<file path="src/rtl/keychain_host.sv">
// keychain_host: packs {modulus, exponent, value} into one UART request frame and waits for the exp-mod result
module keychain_host #(
  parameter int KEY_WIDTH = 32,
  parameter int MSG_WIDTH = 16,
  parameter int BAUD_RATE = 115_200,
  parameter int CLK_FREQ = 100_000_000,
  parameter int TIMEOUT_CYCLES = 10_000_000
) (
  input  logic                 clk_in,
  input  logic                 rst_in,
  input  logic                 start_in,
  input  logic [MSG_WIDTH-1:0] value_in,
  input  logic [KEY_WIDTH-1:0] exponent_in,
  input  logic [KEY_WIDTH-1:0] modulus_in,
  output logic                 busy_out,
  output logic                 valid_out,
  output logic                 error_out,
  output logic [KEY_WIDTH-1:0] result_out,
  output logic                 tx_wire_out,
  input  logic                 rx_wire_in
);
  localparam int BAUD_DIV = CLK_FREQ / BAUD_RATE;
  localparam int REQ_WIDTH = MSG_WIDTH + 2 * KEY_WIDTH;
  localparam int BW = $clog2(BAUD_DIV);
  localparam int NW = $clog2(REQ_WIDTH + 2);
  localparam int TW = $clog2(TIMEOUT_CYCLES + 1);
  localparam logic [BW-1:0] BAUD_LAST = BW'(BAUD_DIV - 1);
  localparam logic [BW-1:0] HALF_LAST = BW'(BAUD_DIV / 2 - 1);
  localparam logic [NW-1:0] TX_LAST = NW'(REQ_WIDTH + 1);
  localparam logic [NW-1:0] RX_LAST = NW'(KEY_WIDTH + 1);
  localparam logic [TW-1:0] TMO_LAST = TW'(TIMEOUT_CYCLES - 1);
  localparam logic [TW-1:0] TMO_MAX = TW'(TIMEOUT_CYCLES);

  typedef enum logic [2:0] {IDLE, TX, WAIT_RX, RX, DONE} state_t;
  state_t state, state_nx;
  logic [BW-1:0] baud_cnt;
  logic [NW-1:0] bit_cnt;
  logic [TW-1:0] tmo_cnt;
  logic [REQ_WIDTH:0] tx_sh;
  logic [KEY_WIDTH-1:0] rx_sh;
  logic rx_m, rx_s, rx_p, ok;
  logic bit_end, rx_sample, fall;

  assign bit_end = baud_cnt == BAUD_LAST;
  // the start bit is sampled half a bit in so every later sample lands mid-bit
  assign rx_sample = bit_cnt == '0 ? baud_cnt == HALF_LAST : bit_end;
  assign fall = rx_p & ~rx_s;
  assign busy_out = state inside {TX, WAIT_RX, RX};
  assign valid_out = state == DONE && ok;
  assign error_out = state == DONE && !ok;

  always_ff @(posedge clk_in or posedge rst_in)
    if (rst_in) state <= IDLE;
    else state <= state_nx;

  always_comb begin
    state_nx = state;
    case (state)
      IDLE: state_nx = start_in ? TX : IDLE;
      TX: state_nx = bit_end && bit_cnt == TX_LAST ? WAIT_RX : TX;
      WAIT_RX: state_nx = fall ? RX : tmo_cnt >= TMO_LAST ? DONE : WAIT_RX;
      RX: begin
        if (rx_sample && bit_cnt == '0 && rx_s) state_nx = WAIT_RX;
        else if (rx_sample && bit_cnt == RX_LAST) state_nx = DONE;
      end
      default: state_nx = IDLE;
    endcase
  end

  always_ff @(posedge clk_in or posedge rst_in)
    if (rst_in) begin
      {rx_m, rx_s, rx_p} <= '1;
      tx_wire_out <= 1'b1;
      tx_sh <= '0;
      rx_sh <= '0;
      baud_cnt <= '0;
      bit_cnt <= '0;
      tmo_cnt <= '0;
      ok <= 1'b0;
      result_out <= '0;
    end else begin
      {rx_p, rx_s, rx_m} <= {rx_s, rx_m, rx_wire_in};
      case (state)
        IDLE: if (start_in) begin
          tx_sh <= {1'b1, modulus_in, exponent_in, value_in};
          tx_wire_out <= 1'b0;
          baud_cnt <= '0;
          bit_cnt <= '0;
        end
        TX: begin
          baud_cnt <= bit_end ? '0 : baud_cnt + 1'b1;
          tmo_cnt <= '0;
          if (bit_end) begin
            tx_wire_out <= tx_sh[0];
            tx_sh <= {1'b1, tx_sh[REQ_WIDTH:1]};
            bit_cnt <= bit_cnt + 1'b1;
          end
        end
        WAIT_RX: begin
          tmo_cnt <= tmo_cnt == TMO_MAX ? tmo_cnt : tmo_cnt + 1'b1;
          baud_cnt <= '0;
          bit_cnt <= '0;
          ok <= 1'b0;
        end
        RX: begin
          // a rejected glitch must not buy the responder extra time
          tmo_cnt <= tmo_cnt == TMO_MAX ? tmo_cnt : tmo_cnt + 1'b1;
          baud_cnt <= rx_sample ? '0 : baud_cnt + 1'b1;
          if (rx_sample) begin
            bit_cnt <= bit_cnt + 1'b1;
            if (bit_cnt == RX_LAST) begin
              ok <= rx_s;
              if (rx_s) result_out <= rx_sh;
            end else if (bit_cnt != '0) rx_sh <= {rx_s, rx_sh[KEY_WIDTH-1:1]};
          end
        end
        default: ;
      endcase
    end
endmodule

</file>
<file path="config.mk">
export PLATFORM = sky130hd
export DESIGN_NAME = keychain_host
export DESIGN_NICKNAME = d
export VERILOG_FILES = /design/src/rtl/keychain_host.sv
export SDC_FILE = /design/constraint.sdc
export NUM_CORES = 1
export LEC_CHECK = 0
export BUFFER_PORTS_ARGS = -buffer_cell sky130_fd_sc_hd__buf_2
export CAP_MARGIN = 20
export CORE_ASPECT_RATIO = 0.8
export CORE_MARGIN = 2
export CORE_UTILIZATION = 34
export DETAILED_ROUTE_END_ITERATION = 10
export GPL_TIMING_DRIVEN = 0
export SYNTH_ARGS = -nofsm -noshare
export SYNTH_HDL_FRONTEND = slang
export SYNTH_SLANG_ARGS = --single-unit
export TNS_END_PERCENT = 10
</file>
<file path="constraint.sdc">
create_clock -name clk_in -period 7 [get_ports clk_in]
set_clock_uncertainty 0.1 [all_clocks]
set_input_delay 0.7 -clock clk_in [delete_from_list [all_inputs] [get_ports clk_in]]
set_output_delay 0.7 -clock clk_in [all_outputs]
set_load 0.005 [all_outputs]
</file>
# Word-level counts from Yosys, hierarchy flattened
# Index checks and enable logic that the tools add are counted.
# op_classes
addsub	3
n_lt_le_gt_ge	1
eq_ne	15
n_mux	27
bitwise	3
reduce_logical	23
# op_table
op	count
81-bit 2-to-1 mux	2
81-bit one-hot mux with 2 select lines	1
24-bit one-hot mux with 2 select lines	1
10-bit one-hot mux with 4 select lines	1
10-bit 2-to-1 mux	3
7-bit one-hot mux with 4 select lines	1
24-bit by 1-bit adder with 24-bit output, second input constant	1
24-bit == test, second input constant	1
24-bit >= comparator, second input constant	1
24-bit 2-to-1 mux	1
7-bit 2-to-1 mux	3
3-bit 2-to-1 mux	4
3-bit one-hot mux with 4 select lines	1
4-bit AND reduction	3
10-bit by 1-bit adder with 10-bit output, second input constant	1
10-bit == test, second input constant	1
10-bit by 9-bit == test with 1-bit output, second input constant	1
2-bit inequality test, second input constant	4
7-bit by 1-bit adder with 7-bit output, second input constant	1
7-bit by 6-bit == test with 1-bit output, second input constant	1
7-bit == test, second input constant	1
7-bit zero test	1
7-bit nonzero test	1
3-bit by 2-bit == test with 1-bit output, second input constant	2
18 further kinds	34
# totals
reg_bits	194

# Longest topological paths before layout
# Gate-level depths: netlist of run 1.
# logic_depth
ltp_word	6
mapped_depth	9

# Worst setup path after synthesis of run 1
# No wires, ideal clock.
# synth_timing
path_kind	register to register
start	register baud_cnt[0]
end	register result_out[19]
t_arrival_ps	2122
path_slack_ps	4653
stages_incl_launch_ff	8
period_less_slack_ps	2347
path_cell_list	dfrtp_1 ha_1 nand4_1 nor3_1 mux2i_1 nor4_2 buf_4 mux2_2
# synth_between
elab_chain_cells	3
# synth_rtl
item	line	text
from (decl)	36	logic [BW-1:0] baud_cnt;
from (signal assigned)	91	baud_cnt <= bit_end ? '0 : baud_cnt + 1'b1;
from (signal assigned)	108	baud_cnt <= rx_sample ? '0 : baud_cnt + 1'b1;
10-bit == test or 10-bit by 9-bit == test with 1-bit output (tied branches)	44, 46	
1-bit 2-to-1 mux (*)	46	assign rx_sample = bit_cnt == '0 ? baud_cnt == HALF_LAST : bit_end;
4-bit AND reduction (no line) (*)	n/a	
to (signal assigned)	113	if (rx_s) result_out <= rx_sh;
to (decl)	18	output logic [KEY_WIDTH-1:0] result_out,
# Every way passes the cells marked *; elsewhere a longest branch is shown, timed or not.
# A chain may end at the register's enable or synchronous reset.

# Worst setup path after layout of run 1
# layout_timing
start	register baud_cnt[0]
end	register result_out[16]
# The elaborated chain is that of the path after synthesis.

==> out/results.tsv, run 1 <==
metric	value	unit
status	completed	
endpoint_kind	flop	
worst_hold_slack	0.257	ns
post-route-util	0.411	
crit_buf_inv	1	
antenna_found_initial	0	
hold_violations	0	
ant_nets	0	
max_stage_delay	0.67	ns
ys_ff_latch	194	
slowest_stage	nor4_2	
fin_nets	1116	
portBuffers	119	
synth_enable_flop_cells	0	
syn_area_per_cell	9.94	um2
die_y	148	um
place_ws	4.11	ns
syn2layout_area_growth	18.4	%
cts_tree	built	
grt_overflow_total	0	
clockBufferDepth	2	
maxCapViolations	0	
dr.pass1.iters	4	
antennaDiodeCount	0	
final_layout_size_suffix_gt1_frac	0.245	
fp.dieArea	27200	um2
io_pins	120	
post_drt_wl_per_cell	14.5	um
cp.arrival	3.11	ns
peakVddDrop	155	uV
post-cts-setup-buffers	0	
grt_pass1_wl	32800	um
synth_fp_nets	977	
leakagePower	4.99	nW
synth_common_cells	191 x nand2_1, 190 x dfrtp_1, 115 x nor2_1, 80 x a31oi_1, 64 x mux2_2	
core_area	25400	um2
min_period_over_period	0.414	
initial_core_util	0.347	
synth_area_leader_cell	dfrtp_1	
numCtsBuffers	17	
route.detailed.drc	0	
cp-start-kind	flop	
worst_pin_slew	0.702	ns
fmax	345	MHz
grt_start_max_net_pins	100	
synth.area.top_cells	dfrtp_1 54%, mux2_2 8.2%, nand2_1 8.1%, a31oi_1 5.7%, nor2_1 4.9%	
synth_seq_area_share	0.552	
required	7.21	ns
fin_crit	2.90	ns
num_rows	52	
drtIter0Drc	474	
dp.cells	1330	
cts_sinks	194	
synth-main-ff-cell	dfrtp_1	
grtUsageTotal	0.149	
drv_slew	0	
relSlewSlack	0.532	
crit_type	reg2reg	
syn_inst	886	
cts_resized	0	
cts_root_buffer	clkbuf_16	
path_clk_slew	0.07	ns
power.total	2.15	mW
die_x	184	um
yosysMostFrequentCell	nand2_1	
syn_area	8800	um2
stdcell_count	1361	
rsz0062_at_grt	false	
cp_max_fo	10	
vias	6752	
power_density	206	nW/um2
place.gp.congestion	0.780	
clk_latency	0.43	ns
yosys_warnings	0	
synthArstFlopShare	1.00	
grt_pass1_vias	6374	
finalWirelength	19800	um
cp_cell_sequence	ha_1 -> nand4_1 -> nor3_1 -> mux2i_1 -> nor4_2 -> buf_4 -> mux2_2	
synth_top_area_share	0.540	
viasPerCell	4.96	
cts_max_level	4	
yosysUniqueCellTypes	52	
detailedPlacementHpwl	13700	um
min_path_type	reg2reg	
setup_slack	4.10	ns
cts_hold_buffers	0	
finalSetupViolations	0	
cpLargestDelayFamily	simple AND/OR/NAND/NOR gates	
## kinds of logic after synthesis
| kind of cell | after synthesis | share of synthesized area |
|---|---|---|
| and+or+nand+nor | 394 | 0.194 |
| muxes | 74 | 0.0934 |
| xor gates and xnor gates | 11 | 0.0109 |
| AOI/OAI and AO/OA | 143 | 0.103 |
| buffers and inverters | 63 | 0.0367 |
| adders and majority gates | 7 | 0.00995 |
| DFF | 194 | 0.552 |
## cell type report
cell class                 count  area [um2]
buffer                        54         289
clock buffer                  18         439
clock inverter                13         144
fill                        2515       15000
inverter                       9        41.3
multi-input combinational    629        3620
sequential                   194        4860
tap                          324         405
timing repair buffer         120         623
## flip-flops by register name, indices dropped and copies added, names as in the netlist
register and cells:
rx_p 1, rx_s 1, result_out 32, tx_sh 81, tx_wire_out 1, rx_m 1, rx_sh 32, tmo_cnt 24
ok 1, bit_cnt 7, state 3, baud_cnt 10
## where the power goes
part,switching [mW],total (mW),internal [mW]
Clock,0.476,0.962,0.485
Sequential,0.00487,1.13,1.12
Combinational,0.0340,0.0555,0.0215
## routing by layer
| metal | track usage | vias up | routed length, um |
|---|---|---|---|
| met5 | 0 | - | 0 |
| li1 | - | 3347 | - |
| met2 | 0.224 | 112 | 8810 |
| met3 | 0.0288 | 9 | 671 |
| met4 | 0.0320 | 0 | 160 |
| met1 | 0.224 | 3284 | 10100 |
## path summary, 6_finish.rpt
kind                                    startpoint                    endpoint  slack, ns  cells past startpoint
min in group asynchronous                   rst_in  result_out[22]$_DFFE_PP0P_       0.28                      2
max                        baud_cnt[0]$_DFFE_PP0P_  result_out[16]$_DFFE_PP0P_       4.10                      7
max in group asynchronous                   rst_in       tx_sh[76]$_DFFE_PP0P_       5.61                      3
min                                 rx_m$_DFF_PP1_              rx_s$_DFF_PP1_       0.26                      0
min reg2reg                         rx_m$_DFF_PP1_              rx_s$_DFF_PP1_       0.26                      0
max reg2reg                baud_cnt[0]$_DFFE_PP0P_  result_out[16]$_DFFE_PP0P_       4.10                      7
## metrics by stage
stage | TNS, ns | instance area [um2]
6_report | 0 | 10400
4_1_cts | 0 | 10400
3_5_place_dp | 0 | 9840
3_3_place_gp | -287.11 | 9800
5_1_grt | 0 | 10400
2_1_floorplan | 0 | 8800
## worst register-to-register path: stages, from the launching register on
cell     delay, ns
dfrtp_1       0.43
ha_1          0.25
nand4_1       0.20
nor3_1        0.27
mux2i_1       0.19
nor4_2        0.67
buf_4         0.32
mux2_2        0.36
## placed cells by master, fill, tap and decap left out, types with 19 or more instances in the layout
| cell | n |
|---|---|
| dfrtp_1 | 190 |
| buf_4 | 19 |
| nand3_1 | 20 |
| buf_2 | 125 |
| nand2_1 | 191 |
| nor2_1 | 115 |
| o21ai_0 | 22 |
| clkbuf_1 | 26 |
| mux2_2 | 64 |
| a31oi_1 | 80 |
Power figures use the tool's default switching activity.
==> run 2, diff against run 1 <==
--- a/config.mk
+++ b/config.mk
@@ -5,6 +5,7 @@
 export SDC_FILE = /design/constraint.sdc
 export NUM_CORES = 1
 export LEC_CHECK = 0
+export ABC_AREA = 1
 export BUFFER_PORTS_ARGS = -buffer_cell sky130_fd_sc_hd__buf_2
 export CAP_MARGIN = 20
 export CORE_ASPECT_RATIO = 0.8
==> constraint.sdc (replaced) <==
create_clock -name clk_in -period 2.6 [get_ports clk_in]
set_clock_uncertainty 0.1 [all_clocks]
set_input_delay 0.26 -clock clk_in [delete_from_list [all_inputs] [get_ports clk_in]]
set_output_delay 0.26 -clock clk_in [all_outputs]
set_load 0.005 [all_outputs]
==> run 2 against run 1 <==
Net effect:
- total power grew to 2.6 times the previous value
- utilization decreased by 0.15 points
- die area is 6.7% higher
- sequential power rose to 2.7 times the previous value
- critical path depth grew 5
- critical path type unchanged
- synthesized cell count is 31% higher
- final cell count up 24%
- first-iteration DRC count up 20%
- critical endpoint is now result_out[7]$_DFFE_PP0P_
==> out/results.tsv, run 2 <==
metric	value	unit	change
final_cell_mix	291 x nand2_1, 193 x o21ai_0, 190 x dfrtp_1		
dr.pass1.iters	5		+1
power.total	5.65	mW	+160%
cp_cell_sequence	inv_1 -> ha_1 -> inv_1 -> nor2_1 -> nand3_1 -> inv_1 -> nand3_1 -> nand2_1 -> nand3_1 -> clkbuf_1 -> nand2_1 -> o21ai_0		
ys_ff_latch	194		unchanged
power_density	507	nW/um2	+150%
worst_pin_slew	0.701	ns	-0.00176 ns
cp_max_fo	10		unchanged
top_regs	tx_sh (81), result_out (32), rx_sh (32)		
place.gp.congestion	0.860		+10%
grt_pass1_wl	39400	um	+20%
rsz0062_at_grt	false		
finalSetupViolations	0		unchanged
finalWirelength	23300	um	+18%
drv_slew	0		unchanged
clk_latency	0.44	ns	about the same
cp.arrival	2.61	ns	-0.50 ns
cts_max_level	4		unchanged
status	completed		
peakVddDrop	407	uV	+160%
drtIter0Drc	570		+20%
route.detailed.drc	0		unchanged
cpLargestDelayFamily	simple AND/OR/NAND/NOR gates		
cts_sinks	194		unchanged
syn_area_per_cell	8.12	um2	-18%
combPwrFrac	0.025		about the same
io_pins	120		unchanged
yosysUniqueCellTypes	34		-35%
worst_hold_slack	0.0263	ns	-0.231 ns
cp-start-kind	flop		
max_stage_delay	0.43	ns	-0.24 ns
synth.area.top_cells	dfrtp_1 51%, nand2_1 12%, o21ai_0 10%, or2_2 5.3%, inv_1 3.7%		
grt_overflow_total	0		unchanged
yosysMostFrequentCell	nand2_1		
syn_area	9410	um2	+6.9%
clkPwrFrac	0.439		-0.009
synth_seq_area_share	0.517		-0.0354
numCtsBuffers	17		unchanged
fin_nets	1394		+25%
synth_fp_nets	1249		+28%
endpoint_kind	flop		
place_area	10600	um2	+7.3%
relSlewSlack	0.533		+0.00118
die_x	190	um	+3.3%
grtUsageTotal	0.168		+0.0190
min_period_over_period	0.928		+0.514
core_area	27200	um2	+7.3%
grt_start_max_net_pins	42		-58%
pwr-share-seq	0.535		+0.009
largest_register_ffs	81		unchanged
grt_pass1_vias	7789		+22%
stdcell_area	11100	um2	+6.9%
slowest_stage	dfrtp_1		
synth_area_leader_cell	dfrtp_1		
die_y	153	um	+3.3%
num_rows	54		+3.8%
final_layout_size_suffix_gt1_frac	0.203		-0.0419
syn2layout_area_growth	18.5	%	about the same
crit_type	reg2reg		
min_path_type	in2reg		
cts_root_buffer	clkbuf_16		
vias	7922		+17%
required	2.80	ns	-4.41 ns
detailedPlacementHpwl	16800	um	+22%
leakagePower	4.95	nW	-0.67%
synth_common_cells	291 x nand2_1, 193 x o21ai_0, 190 x dfrtp_1, 93 x inv_1, 79 x or2_2		
post-route-util	0.409		-0.00150
fp.dieArea	29000	um2	+6.7%
viasPerCell	4.71		-5.1%
hold_violations	0		unchanged
post_drt_wl_per_cell	13.9	um	-4.7%
switching_share	0.221		-0.0191
yosys_warnings	0		unchanged
synth-main-ff-cell	dfrtp_1		
clockBufferDepth	2		unchanged
setup_tns	0	ns	unchanged
largest_register	tx_sh		
portBuffers	119		unchanged
layout_commonest_cell	nand2_1		
synth_top_area_share	0.505		-0.0346
synth_enable_flop_cells	0		unchanged
cts_tree	built		
initial_core_util	0.345		-0.00148
synthArstFlopShare	1.00		unchanged
antenna_found_initial	5		+5
crit_buf_inv	4		+3
path_clk_slew	0.07	ns	about the same
p_int	4.40	mW	+170%
ant_nets	0		unchanged
switching_power	1.25	mW	+140%
fin_crit	2.41	ns	-0.486 ns
fmax	415	MHz	+20%
post-cts-setup-buffers	0		unchanged
maxCapViolations	0		unchanged
syn_inst	1158		+31%
==> run 2: changes by cell type in the layout (fill, tap and decap cells not counted), moves of 52 or more <==
cell and delta:
a31oi_1 -80, inv_1 +84, mux2_2 -64, nand2_1 +100, o21ai_0 +171, o21ai_1 +52, or2_2 +76
==> run 2: worst paths after layout <==
check / from / to / slack (ns) / cells past startpoint
worst max register to register: bit_cnt[0]$_DFFE_PP0P_ / result_out[7]$_DFFE_PP0P_ / 0.19 / 12
worst min register to register: rx_m$_DFF_PP1_ / rx_s$_DFF_PP1_ / 0.26 / 0
min in group asynchronous: rst_in / tx_sh[22]$_DFFE_PP0P_ / 0.28 / 3
max in group asynchronous: rst_in / rx_m$_DFF_PP1_ / 1.27 / 5
worst max-delay path: bit_cnt[0]$_DFFE_PP0P_ / result_out[7]$_DFFE_PP0P_ / 0.19 / 12
worst min-delay path: start_in / state[0]$_DFFE_PP0P_ / 0.03 / 3
==> run 2: cell families after synthesis <==
logic type,share of synthesized area
xor gates and xnor gates,0.0149
and+or+nand+nor,0.252
buffers and inverters,0.0680
AOI/OAI and AO/OA,0.139
DFF,0.517
adders and majority gates,0.00931
==> run 2: power by group through the flow <==
stage / clock network (mW) / logic, mW / registers [mW]
floorplan: 0 / 0.0458 / 3.08
global placement: 0 / 0.126 / 3.08
detailed placement: 0 / 0.147 / 3.08
CTS: 2.56 / 0.150 / 3.02
global route: 2.69 / 0.165 / 3.02
finish: 2.48 / 0.142 / 3.02
==> run 2: worst reg2reg max path, cell delays in order, from the launching register on <==
cell and delay (ns):
dfrtp_1 0.43, inv_1 0.10, ha_1 0.15, inv_1 0.04, nor2_1 0.08, nand3_1 0.12, inv_1 0.09, nand3_1 0.09
nand2_1 0.11, nand3_1 0.38, clkbuf_1 0.38, nand2_1 0.11, o21ai_0 0.09
==> run 2: stage by stage <==
stage          cells  setup WS (ns)
6_report        1683          0.188
3_5_place_dp    1646          0.135
5_1_grt         1680         0.0112
3_3_place_gp    1641          -1.57
2_1_floorplan   1158         -0.261
4_1_cts         1679          0.115
==> run 2: what timing repair did <==
action | in CTS | in global routing
resized for setup | 0 | 2
hold endpoints to repair | 15 | 0
endpoints found under the setup margin | 0 | 13
hold buffers | 2 | 0
==> run 2: cell type report <==
class / count / area, um2
Buffer: 55 / 275
Inverter: 97 / 368
Fill cell: 2729 / 16100
Multi-Input combinational cell: 812 / 3920
Antenna cell: 4 / 10.0
Clock inverter: 13 / 113
Clock buffer: 18 / 429
Timing Repair Buffer: 126 / 716
Sequential cell: 194 / 4860
Tap cell: 364 / 455
==> run 2: routing by layer <==
metal  vias to the layer above  track usage  wire, um
li1                       4042            -         -
met1                      3693        0.242     11500
met2                       165        0.248     10000
met3                        20       0.0539      1520
met4                         2       0.0358       280
met5                         -            0        16
